$ cat src/rtl/sdr_pkg.sv
// Shared SDR definitions: DAC output modes and the attenuation control width.
package sdr_pkg;

  localparam int ATTEN_W = 3;

  typedef enum logic {
    DAC_MODE_PWM = 1'b0,
    DAC_MODE_SD  = 1'b1
  } dac_mode_e;

endpackage

$ cat src/rtl/sync_fifo.sv
// Small synchronous FIFO with wrap-bit pointers so full and empty are distinguished
// without a separate counter. Push when full and pop when empty are ignored.
module sync_fifo #(
  parameter int WIDTH = 8,
  parameter int DEPTH = 4
) (
  input  logic                     clk,
  input  logic                     RSTb,
  input  logic                     i_push,
  input  logic [WIDTH-1:0]         i_data,
  input  logic                     i_pop,
  output logic [WIDTH-1:0]         o_data,
  output logic                     o_full,
  output logic                     o_empty,
  output logic [$clog2(DEPTH):0]   o_level
);

  localparam int AW = $clog2(DEPTH);

  logic [WIDTH-1:0] r_mem [DEPTH];
  logic [AW:0]      r_wrPtr;
  logic [AW:0]      r_rdPtr;
  logic             w_doPush;
  logic             w_doPop;

  assign w_doPush = i_push && !o_full;
  assign w_doPop  = i_pop && !o_empty;

  assign o_level = r_wrPtr - r_rdPtr;
  assign o_empty = (r_wrPtr == r_rdPtr);
  assign o_full  = (o_level == (AW+1)'(DEPTH));
  assign o_data  = r_mem[r_rdPtr[AW-1:0]];

  // Sample storage; contents need no reset because the pointers gate every read.
  always_ff @(posedge clk) begin
    if (w_doPush) begin
      r_mem[r_wrPtr[AW-1:0]] <= i_data;
    end
  end

  // Read and write pointers, including the extra wrap bit.
  always_ff @(posedge clk or negedge RSTb) begin
    if (!RSTb) begin
      r_wrPtr <= '0;
      r_rdPtr <= '0;
    end else begin
      if (w_doPush) r_wrPtr <= r_wrPtr + 1'b1;
      if (w_doPop)  r_rdPtr <= r_rdPtr + 1'b1;
    end
  end

endmodule

$ cat src/rtl/audio_dac_out.sv
// Audio output stage: buffers detector samples, attenuates them once per period and
// drives a 1-bit DAC either as PWM or as a first-order sigma-delta bitstream.
module audio_dac_out
  import sdr_pkg::*;
#(
  parameter int WIDTH = 8,
  parameter int DEPTH = 4
) (
  input  logic                   clk,
  input  logic                   RSTb,
  input  logic [WIDTH-1:0]       in_sample,
  input  logic                   in_valid,
  output logic                   in_ready,
  input  logic                   mode,
  input  logic [ATTEN_W-1:0]     atten,
  input  logic                   underrun_clr,
  output logic                   pwm_out,
  output logic                   underrun,
  output logic [$clog2(DEPTH):0] fifo_level,
  output logic                   period_strobe
);

  logic [WIDTH-1:0] r_count;
  logic [WIDTH-1:0] r_dutyQ;
  dac_mode_e        r_modeQ;
  logic [WIDTH-1:0] r_acc;
  logic             r_pwm;
  logic             r_underrun;
  logic             r_strobe;

  logic             w_boundary;
  logic             w_full;
  logic             w_empty;
  logic             w_push;
  logic             w_pop;
  logic [WIDTH-1:0] w_fifoData;
  logic [WIDTH-1:0] w_newDuty;
  dac_mode_e        w_newMode;
  logic             w_modeSwitch;
  logic [WIDTH:0]   w_sdSum;

  assign w_boundary   = (r_count == {WIDTH{1'b1}});
  assign w_push       = in_valid && !w_full;
  assign w_pop        = w_boundary && !w_empty;
  assign w_newDuty    = w_fifoData >> atten;
  assign w_newMode    = dac_mode_e'(mode);
  assign w_modeSwitch = w_pop && (w_newMode != r_modeQ);
  assign w_sdSum      = {1'b0, r_acc} + {1'b0, r_dutyQ};

  assign in_ready      = !w_full;
  assign pwm_out       = r_pwm;
  assign underrun      = r_underrun;
  assign period_strobe = r_strobe;

  sync_fifo #(
    .WIDTH (WIDTH),
    .DEPTH (DEPTH)
  ) u_fifo (
    .clk     (clk),
    .RSTb    (RSTb),
    .i_push  (w_push),
    .i_data  (in_sample),
    .i_pop   (w_pop),
    .o_data  (w_fifoData),
    .o_full  (w_full),
    .o_empty (w_empty),
    .o_level (fifo_level)
  );

  // Free-running period counter; its all-ones value marks the period boundary.
  always_ff @(posedge clk or negedge RSTb) begin
    if (!RSTb) r_count <= '0;
    else       r_count <= r_count + 1'b1;
  end

  // Latch a new duty and mode only at a boundary that has a sample; otherwise hold.
  always_ff @(posedge clk or negedge RSTb) begin
    if (!RSTb) begin
      r_dutyQ <= '0;
      r_modeQ <= DAC_MODE_PWM;
    end else if (w_pop) begin
      r_dutyQ <= w_newDuty;
      r_modeQ <= w_newMode;
    end
  end

  // Sigma-delta accumulator; the carry of each sum goes straight to the output
  // register, and the accumulator restarts from zero whenever the mode changes.
  always_ff @(posedge clk or negedge RSTb) begin
    if (!RSTb) begin
      r_acc <= '0;
    end else if (w_modeSwitch || (r_modeQ == DAC_MODE_PWM)) begin
      r_acc <= '0;
    end else begin
      r_acc <= w_sdSum[WIDTH-1:0];
    end
  end

  // Registered DAC bit: compare against the period count in PWM, carry in sigma-delta.
  always_ff @(posedge clk or negedge RSTb) begin
    if (!RSTb) begin
      r_pwm <= 1'b0;
    end else if (r_modeQ == DAC_MODE_SD) begin
      r_pwm <= w_sdSum[WIDTH];
    end else begin
      r_pwm <= (r_count < r_dutyQ);
    end
  end

  // Sticky underrun: an empty boundary sets it and takes priority over a clear.
  always_ff @(posedge clk or negedge RSTb) begin
    if (!RSTb) begin
      r_underrun <= 1'b0;
    end else if (w_boundary && w_empty) begin
      r_underrun <= 1'b1;
    end else if (underrun_clr) begin
      r_underrun <= 1'b0;
    end
  end

  // One-cycle pulse in the first cycle of every period.
  always_ff @(posedge clk or negedge RSTb) begin
    if (!RSTb) r_strobe <= 1'b0;
    else       r_strobe <= w_boundary;
  end

endmodule

$ cat config.mk
export PLATFORM = sky130hd
export DESIGN_NAME = audio_dac_out
export DESIGN_NICKNAME = d
export VERILOG_FILES = /design/src/rtl/sdr_pkg.sv /design/src/rtl/sync_fifo.sv /design/src/rtl/audio_dac_out.sv
export SDC_FILE = /design/constraint.sdc
export NUM_CORES = 1
export LEC_CHECK = 0
export CAP_MARGIN = 20
export CORE_MARGIN = 2
export CORE_UTILIZATION = 50
export DETAILED_ROUTE_END_ITERATION = 8
export DONT_BUFFER_PORTS = 1
export PLACE_DENSITY = 0.61
export SLEW_MARGIN = 0
export SYNTH_ARGS = -nofsm -noshare
export SYNTH_HDL_FRONTEND = slang
export SYNTH_HIERARCHICAL = 1
export SYNTH_SLANG_ARGS = --single-unit
$ cat constraint.sdc
create_clock -name clk -period 5.4 [get_ports clk]
set_input_delay 0 -clock clk [delete_from_list [all_inputs] [get_ports clk]]
set_output_delay 0 -clock clk [all_outputs]
set_load 0.005 [all_outputs]
## Word level (Yosys, flattened, before mapping)

Memory sizes are Yosys's and may differ from the RTL's.
Cells that the tools add are included.

| word-level totals | value |
|---|---|
| register bits | 34 |
| memory bits (writable) | 32 |
| input bits | 16 |
| output and inout bits | 7 |
| logic and storage cells | 38 |
| memories kept | 1 |

| operators by class | value |
|---|---|
| add/sub/neg operators | 5 |
| order comparisons | 1 |
| equal/unequal tests | 4 |
| shifts and indexed selects | 1 |
| multiplexer cells | 6 |
| bitwise logic cells | 1 |
| reductions and logical operators | 10 |

Memory list:

| name | words | bits a word | read ports | clocked after Yosys merged registers in | write ports | RTL line | text |
|---|---|---|---|---|---|---|---|
| u_fifo.r_mem | 4 | 8 | 1 | 0 | 1 | sync_fifo.sv:20 | `logic [WIDTH-1:0] r_mem [DEPTH];` |

Operators with widths:

| kind | number |
|---|---|
| adder 8 x 8 -> 9 bit | 1 |
| adder 8 x 1 -> 8 bit (second input constant) | 1 |
| equality test 8 bit (second input constant) | 1 |
| < comparator 8 bit | 1 |
| 2-to-1 mux 8 bit | 1 |
| right shift 8 x 3 -> 8 bit | 1 |
| adder 3 x 1 -> 3 bit (second input constant) | 2 |
| logical AND 1 bit | 6 |
| 2-to-1 mux 1 bit | 5 |
| equality test 3 bit | 1 |
| equality test 3 bit (second input constant) | 1 |
| subtractor 3 bit | 1 |
| logical NOT 1 bit | 2 |
| nonzero test 2 bit | 1 |
| logical OR 1 bit | 1 |
| inequality test 1 bit | 1 |
| NOT 1 bit | 1 |

## Logic depth before layout (Yosys ltp)

Gate-level depths: netlist (run 1).

| logic depth | value |
|---|---|
| word-level depth | 7 |
| mapped depth | 10 |
| mapped depth without buffers | 10 |

## By module

The synthesis (run 1) kept the hierarchy.

By module, submodules not included:

| module | instances | cells each | area an instance (um^2) |
|---|---|---|---|
| audio_dac_out | 1 | 166 | 1725.4 |
| sync_fifo | 1 | 86 | 1625.3 |

## Least setup slack after synthesis (run 1)

No wires, ideal clock.

| timing path | value |
|---|---|
| kind | flip-flop to flip-flop |
| from | register u_fifo.r_rdPtr[1] |
| to | memory u_fifo.r_mem[3][0], enable pin |
| setup time | 332 ps |
| arrival | 2421 ps |
| data required time | 5068 ps |
| setup slack | 2647 ps |
| cell stages (with the launch flop) | 9 |
| buffers on the path | 1 |
| clock period less this slack | 2753 ps |
| cells stage by stage | dfrtp_1 clkbuf_1 inv_1 fa_1 xnor3_2 and2_2 nor2b_1 a21boi_4 and2_1 |

| between the ends | value |
|---|---|
| cells in the longest elaborated chain, start to end | 7 |

RTL lines:

| element | RTL line | text |
|---|---|---|
| start, declared | sync_fifo.sv:22 | `logic [AW:0] r_rdPtr;` |
| start signal, assigned | sync_fifo.sv:48 | `if (w_doPop) r_rdPtr <= r_rdPtr + 1'b1;` |
| subtractor 3 bit | sync_fifo.sv:29 | `assign o_level = r_wrPtr - r_rdPtr;` |
| via fifo_level[2] | audio_dac_out.sv:19 | `output logic [$clog2(DEPTH):0] fifo_level,` |
| equality test 3 bit | sync_fifo.sv:31 | `assign o_full = (o_level == (AW+1)'(DEPTH));` |
| via w_full | audio_dac_out.sv:32 | `logic w_full;` |
| logical NOT 1 bit | audio_dac_out.sv:43 | `assign w_push = in_valid && !w_full;` |
| logical AND 1 bit | audio_dac_out.sv:43 |  |
| via w_push | audio_dac_out.sv:34 | `logic w_push;` |
| logical AND 1 bit | sync_fifo.sv:26 | `assign w_doPush = i_push && !o_full;` |
| 2-to-1 mux 1 bit | sync_fifo.sv:36 | `if (w_doPush) begin` |
| 2-to-1 mux 1 bit (not written as such) | sync_fifo.sv:37 | `r_mem[r_wrPtr[AW-1:0]] <= i_data;` |
| end, declared | sync_fifo.sv:20 |  |

The timed path passes the listed nets, and every way through them passes these cells.

## Worst setup path in the final report (run 1)

| timing path | value |
|---|---|
| from | register u_fifo.r_rdPtr[0] |
| to | memory u_fifo.r_mem[3][7], enable pin |

The elaborated chain is that of the path after synthesis.

==> results of run 1 <==
## power by group
part           internal, mW  switching [mW]  leakage [nW]  total, mW
registers             0.593          0.0267         0.711      0.620
clock network         0.217           0.199        0.0966      0.416
logic                0.0881           0.111         0.862      0.199
## registers in the layout, summed over array words and instances, names as in the netlist
name,cells
u_fifo/r_mem,32
r_acc,8
r_count,8
r_dutyQ,8
u_fifo/r_rdPtr,3
u_fifo/r_wrPtr,3
period_strobe,1
pwm_out,1
r_modeQ,1
underrun,1
## metrics by stage
step           setup slack [ns]  util, %  total power, mW
6_report                   2.28     59.1             1.23
2_1_floorplan              2.65        -            0.770
3_3_place_gp               2.33     53.1            0.807
5_1_grt                    2.02     59.1             1.30
3_5_place_dp               2.25     53.1            0.812
4_1_cts                    2.25     59.1             1.25
## worst reg2reg max path: stages, from the launching register on
cell      delay [ns]
dfrtp_1         0.70
ha_1            0.25
inv_1           0.05
fa_1            0.40
xnor3_2         0.30
and2_2          0.22
nor2b_1         0.22
a21boi_4        0.28
and2_1          0.37
## logic make-up after synthesis
logic type,count (synthesis)
AOI/OAI and AO/OA,42
xor gates and xnor gates,15
adders and majority gates,25
buffers and inverters,28
DFF,66
muxes,22
and+or+nand+nor,54
## worst max-delay path by stage
| stage | startpoint | to | slack [ns] | cells past startpoint |
|---|---|---|---|---|
| 2_1_floorplan | u_fifo/r_rdPtr[1]$_DFFE_PN0P_ | u_fifo/r_mem[3][0]$_DFFE_PP_ | 2.65 | 8 |
| 3_3_place_gp | u_fifo/r_rdPtr[0]$_DFFE_PN0P_ | u_fifo/r_mem[3][0]$_DFFE_PP_ | 2.33 | 8 |
| 3_5_place_dp | u_fifo/r_rdPtr[0]$_DFFE_PN0P_ | u_fifo/r_mem[3][0]$_DFFE_PP_ | 2.25 | 8 |
| 4_1_cts | u_fifo/r_rdPtr[0]$_DFFE_PN0P_ | u_fifo/r_mem[3][7]$_DFFE_PP_ | 2.25 | 8 |
| 5_1_grt | u_fifo/r_rdPtr[0]$_DFFE_PN0P_ | u_fifo/r_mem[3][7]$_DFFE_PP_ | 2.02 | 8 |
| 6_report | u_fifo/r_rdPtr[0]$_DFFE_PN0P_ | u_fifo/r_mem[3][7]$_DFFE_PP_ | 2.28 | 8 |
## cell type report
class	count	area [µm²]
Timing Repair Buffer	18	190
Sequential cell	66	1810
Tap cell	77	96.3
Fill cell	514	2620
Clock buffer	9	124
Clock inverter	7	76.3
Multi-Input combinational cell	158	1430
Inverter	20	75.1
## placed cells by master, fill, tap and decap left out, types with 2 or more instances in the layout
master | Yosys | routed
inv_1 | 20 | 20
a211o_1 | 2 | 2
and2_1 | 2 | 2
nand3_1 | 3 | 3
a211oi_1 | 4 | 4
ha_1 | 23 | 23
inv_6 | 0 | 3
nor2b_1 | 5 | 5
mux2i_1 | 10 | 10
nand4_1 | 2 | 2
nand2_1 | 13 | 13
dfrtp_1 | 34 | 34
mux4_2 | 11 | 11
a21oi_1 | 3 | 3
dlygate4sd3_1 | 0 | 17
fa_1 | 2 | 2
edfxtp_1 | 32 | 32
and2_2 | 3 | 3
nor2_1 | 13 | 13
nor3_1 | 2 | 2
xnor2_1 | 8 | 8
a22o_1 | 2 | 2
xor2_1 | 6 | 6
o211ai_1 | 2 | 2
clkinvlp_4 | 0 | 2
o311ai_0 | 2 | 2
o21ai_0 | 13 | 13
o21ai_2 | 2 | 2
o2111ai_1 | 2 | 2
and3_1 | 3 | 3
a21o_1 | 2 | 2
clkbuf_8 | 0 | 9
## repair_timing
item                       in CTS  in global routing
setup buffers                   0                  0
setup endpoints to repair       0                  0
hold endpoints to repair       83                  0
hold buffers                   18                  0
## per-layer routing
| metal | routed length (µm) | global-route usage [%] |
|---|---|---|
| met1 | 2790 | 24.7 |
| met2 | 2630 | 27.6 |
| met3 | 217 | 4.33 |
| met4 | 93 | 7.79 |
| met5 | 0 | 0 |
==> results.yml, run 1 <==
status:
  status: "finished with violations"
  violations: "design-rule violations"
global_route:
  grt_pass1_wl_um: 10000
  grtUsageTotal_pct: 18.0
  grt_overflow: 0
  antenna_found_initial: 0
  grt_max_degree: 35
  grt_pass1_vias: 2069
logic_synthesis:
  synth-seq-area-share_pct: 54.1
  synthCells: 252
  synthMuxAreaShare_pct: 10.7
  synth_area_leader_cell: "edfxtp_1"
  synth_area_mm2: 0.00335
  ys_seq_elements: 66
  async_reset_ff_share_pct: 51.5
  synth_top_family_by_area: "multiplexers"
  avgSynthCellArea_um2: 13.3
  ys.warnings.count: 6
  yosys-top-cells-count: "dfrtp_1 (34), edfxtp_1 (32), ha_1 (23), inv_1 (20)"
  synthFlopType: "dfrtp_1"
  synthAdderAreaFrac_pct: 9.78
  synth_xor_area_share_pct: 4.37
  synth_area_leaders: "edfxtp_1 (29%), dfrtp_1 (25%), ha_1 (8.6%)"
  synthSimpleGateAreaFrac_pct: 8.59
  yosysTopAreaCellShare_pct: 28.7
  ys_types: 51
  synth_edf_count: 32
  synth_nets: 293
  synth_compound_area_share_pct: 9.07
  yosysMostFrequentCell: "dfrtp_1"
critical_path:
  critical_path_class: "register to register"
  cpMaxStageDelayCell: "dfrtp_1"
  crit_family: "simple AND/OR/NAND/NOR gates"
  worstPathRequired_ns: 5.40
  arrival_ns: 3.12
  worstRegToRegCells: 8
  start_kind: "register"
  crit-reg2reg-launch: "u_fifo/r_rdPtr[0]$_DFFE_PN0P_"
  reg2reg_to: "u_fifo/r_mem[3][7]$_DFFE_PP_"
  critPathCaptureType: "register"
  cp_max_fo: 11
  cp_cell_sequence: "ha_1 -> inv_1 -> fa_1 -> xnor3_2 -> and2_2 -> nor2b_1 -> a21boi_4 -> and2_1"
  critPathMaxStageDelay_ns: 0.70
  r2r_setup_slack_ns: 2.28
  cp_num_buf_inv: 1
power_and_ir_drop:
  peakVddDrop_mv: 0.192
  leakage_nw: 1.67
  p_per_area_mw_per_mm2: 325
placed_design:
  gp_congestion: 0.785
  dpl-instance-area_mm2: 0.00341
  port_buffers: 0
  dp.cells: 321
  place_hpwl_um: 4240
floorplanning:
  rows: 29
  core_area_mm2: 0.00642
  die_h_um: 85.9
  dieArea_mm2: 0.00737
  die_w_um: 85.9
  io_pins: 23
  start_util_pct: 52.2
sta:
  fin_hold_ws_ns: 0.0385
  slew-limit-headroom_pct: 62.3
  fin_skew_ns: 0.0110
  setup_viol: 0
  clock.fmax_mhz: 320
  setup_tns_ns: 0
  hold_viol: 0
  fin_crit_ns: 3.12
  tightest_slew_ns: 0.565
  rsz0062_at_grt: "no"
  period_share_pct: 57.8
  slew_viol_final: 0
clock_tree:
  cts_resized: 0
  cts_tree: "done"
  clk_latency_ns: 0.34
  numCtsBuffers: 9
  cts_buffer_depth: 2
  cts_sinks: 66
  path_clk_slew_ns: 0.07
  ctsRootBufferMaster: "clkbuf_8"
  htree_num_levels: 3
min_path:
  min_to: "r_dutyQ[1]$_DFFE_PN0P_"
  hp-class: "input pin to register"
  hold_start: "atten[1]"
  hold_depth: 3
routing:
  drc_errors: 1
  vias_per_cell: 5.50
  wl_per_cell_um: 16.1
  dr.pass1.iters: 8
  final_antenna_net_count: 0
  drt-initial-drc-count: 71
  vias: 1954
  wirelength_um: 5720
finish:
  diodes: 0
  nets: 314
  drive_gt1_share_pct: 13.7
  final_cell_area_mm2: 0.00380
  finalNonFillerCells: 355
  area_growth_pct: 13.4
run:
  maxCapViolCount: 0
No activity file was read; power rests on OpenSTA's default activity.
==> run 2, diff against run 1 <==
Settings changed: ABC_AREA set to 1, PLACE_DENSITY 0.61 to 0.64.
Clock period 5.4 ns to 2.85 ns, I/O delays scaled along.
==> run 2 against run 1 <==
Net effect: the run now ends clean; total power increased by 110%; clock skew decreased by 0.0024 ns; via count increased by 26%; die area is 4.0% higher; routed wire length is 17% higher; synthesized cell count is 48% higher.
==> results.yml, run 2 <==
critical_path:
  cp_cell_sequence: "inv_1 -> fa_1 -> nor2_1 -> nand2_4 -> inv_1 -> nor2_1 -> nand2_4 -> nor2_1 -> buf_4"
  critPathMaxStageDelay_ns: 0.58
  start_kind: "register"
  setup.worst_path.start: "u_fifo/r_rdPtr[1]$_DFFE_PN0P_"
  arrival_ns: 2.58
  worstPathRequired_ns: 2.89
  crit-reg2reg-launch: "u_fifo/r_rdPtr[1]$_DFFE_PN0P_"
  critPathCaptureType: "register"
  cpMaxStageDelayCell: "fa_1"
  cp_max_fo: 11
  critical_path_class: "register to register"
  path_common_cell: "nor2_1"
  worstRegToRegCells: 9
sta:
  fin_crit_ns: 2.53
  clock.fmax_mhz: 395
  slew-limit-headroom_pct: 71.7
  slew_viol_final: 0
  hold_viol: 0
  period_share_pct: 88.9
  fin_skew_ns: 0.00857
  rsz0062_at_grt: "no"
  setup_slack_ns: 0.315
  tightest_slew_ns: 0.425
  setup_tns_ns: 0
  setup_viol: 0
logic_synthesis:
  yosysTopAreaCellShare_pct: 27.5
  synth_area_mm2: 0.00349
  yosysMostFrequentCell: "nand2_1"
  synth-seq-area-share_pct: 51.9
  ys.warnings.count: 6
  avgSynthCellArea_um2: 9.36
  synth_nets: 414
  synthFlopType: "dfrtp_1"
  yosys-top-cells-count: "nand2_1 (86), inv_1 (49), nor2_1 (36), dfrtp_1 (34), edfxtp_1 (32)"
  synth_area_leaders: "edfxtp_1 (28%), dfrtp_1 (24%), nand2_1 (9.3%)"
  ys_types: 30
  synth_area_leader_cell: "edfxtp_1"
  synthCells: 373
  ys_seq_elements: 66
  synth_edf_count: 32
  async_reset_ff_share_pct: 51.5
routing:
  dr.pass1.iters: 4
  drt-initial-drc-count: 139
  vias: 2454
  wl_met1_um: 2970
  wirelength_um: 6670
  drc_errors: 0
  wl_met2_um: 3250
  dr_wl_met3_um: 306
  final_antenna_net_count: 0
  wl_per_cell_um: 13.8
  vias_per_cell: 5.08
  top_layer_used: "met4"
finish:
  largest_reg_flops: 32
  diodes: 0
  area_growth_pct: 11.9
  mostFrequentLayoutCell: "nand2_1"
  multi_input_area_mm2: 0.00145
  seq_area_mm2: 0.00181
  drive_gt1_share_pct: 8.44
  nets: 440
  nFillCells: 585
  most-common-layout-cells: "nand2_1 (86), inv_1 (49), nor2_1 (36)"
global_route:
  grtUsageTotal_pct: 19.7
  grt_overflow: 0
  grt_pass1_vias: 2431
  grt_max_degree: 35
  grt_pass1_wl_um: 11300
  antenna_found_initial: 0
min_path:
  hp-class: "input pin to register"
  hold_start: "atten[1]"
  hold_depth: 5
floorplanning:
  core_area_mm2: 0.00676
  die_h_um: 87.5
  io_pins: 23
  start_util_pct: 51.6
  die_w_um: 87.5
  rows: 30
  dieArea_mm2: 0.00766
clock_tree:
  path_clk_slew_ns: 0.06
  htree_num_levels: 3
  cts_buffer_depth: 2
  cts_tree: "done"
  clk_latency_ns: 0.34
  cts_setup_buffers: 0
  cts_sinks: 66
  numCtsBuffers: 9
  ctsRootBufferMaster: "clkbuf_8"
placed_design:
  dp_worst_setup_slack_ns: 0.340
  port_buffers: 0
  gp_congestion: 0.844
  place_hpwl_um: 4980
power_and_ir_drop:
  peakVddDrop_mv: 0.360
  p_per_area_mw_per_mm2: 674
  leakage_nw: 1.89
status:
  status: "complete, no violations"
run:
  maxCapViolCount: 0
-- run 2: cell count changes after synthesis, sizes merged, moves of 3 or more --
cell | before | now
mux2i | 10 | 0
nor2b | 5 | 0
a21oi | 3 | 8
mux4 | 11 | 0
nand2 | 13 | 93
a211oi | 4 | 0
and2 | 5 | 0
o22ai | 1 | 9
inv | 20 | 50
o21ai | 15 | 25
nor2 | 13 | 38
and3 | 3 | 0
nand3 | 4 | 34
-- run 2: final cells by class --
class,instances,share of cell area [%]
Clock buffer,10,3.27
Clock inverter,5,0.577
Inverter,51,4.90
Multi-Input combinational cell,250,37.0
Sequential cell,66,46.4
Tap cell,80,2.56
Timing Repair Buffer,21,5.32
-- run 2: what timing repair did --
action                    in CTS  in global routing
hold buffers                  16                  0
gates resized for setup        0                  0
hold endpoints to repair      79                  0
-- run 2: worst paths after layout --
kind	endpoint	slack, ns
min in group asynchronous	r_count[6]$_DFF_PN0_	0.10
setup / recovery	u_fifo/r_mem[0][6]$_DFFE_PP_	0.32
max in group asynchronous	r_dutyQ[0]$_DFFE_PN0P_	2.56
hold / removal	r_dutyQ[0]$_DFFE_PN0P_	0.01
hold reg to reg	r_count[0]$_DFF_PN0_	0.49
setup reg to reg	u_fifo/r_mem[0][6]$_DFFE_PP_	0.32
-- run 2: cell families (layout without fill, tap and decap cells) --
family                   count (synthesis)  after routing  synth area share (%)
AND/OR/NAND/NOR                        169            169                  22.1
XOR/XNOR                                12             12                  3.01
AO/OA/AOI/OAI                           44             44                  6.88
flip-flops                              66             66                  51.9
adder cells (fa/ha/maj)                 25             25                  9.39
buffers and inverters                   57             87                  6.67
-- run 2: per-stage QoR --
stage / cells / instance area [µm²] / hold WS, ns / utilization (%) / power, mW
floorplan: 373 / 3490 / -0.296 / - / 1.83
global placement: 452 / 3590 / -0.295 / 53.1 / 1.98
detailed placement: 452 / 3590 / -0.295 / 53.1 / 1.99
CTS: 483 / 3910 / 0.00169 / 57.8 / 2.66
global route: 483 / 3910 / 0.0592 / 57.8 / 2.84
finish: 483 / 3910 / 0.0115 / 57.8 / 2.63
-- run 2: power breakdown --
part           leakage [nW]  total, mW  internal [mW]  switching (mW)
combinational          1.12      0.783          0.300           0.483
sequential            0.692       1.23           1.16          0.0680
clock                0.0808      0.622          0.300           0.322
-- run 2: routing by layer --
| metal | up-vias | GRT usage, % |
|---|---|---|
| li1 | 1273 | - |
| met1 | 1114 | 24.0 |
| met4 | 0 | 6.99 |
| met3 | 13 | 6.41 |
| met2 | 54 | 33.1 |
| met5 | - | 0 |
-- run 2: worst max-delay path: cells and delay by family, from the launching register on --
family	cells	cell delay, ns
fa+ha+maj	1	0.58
simple gates	5	0.73
buf+inv	3	0.44
flops	1	0.48
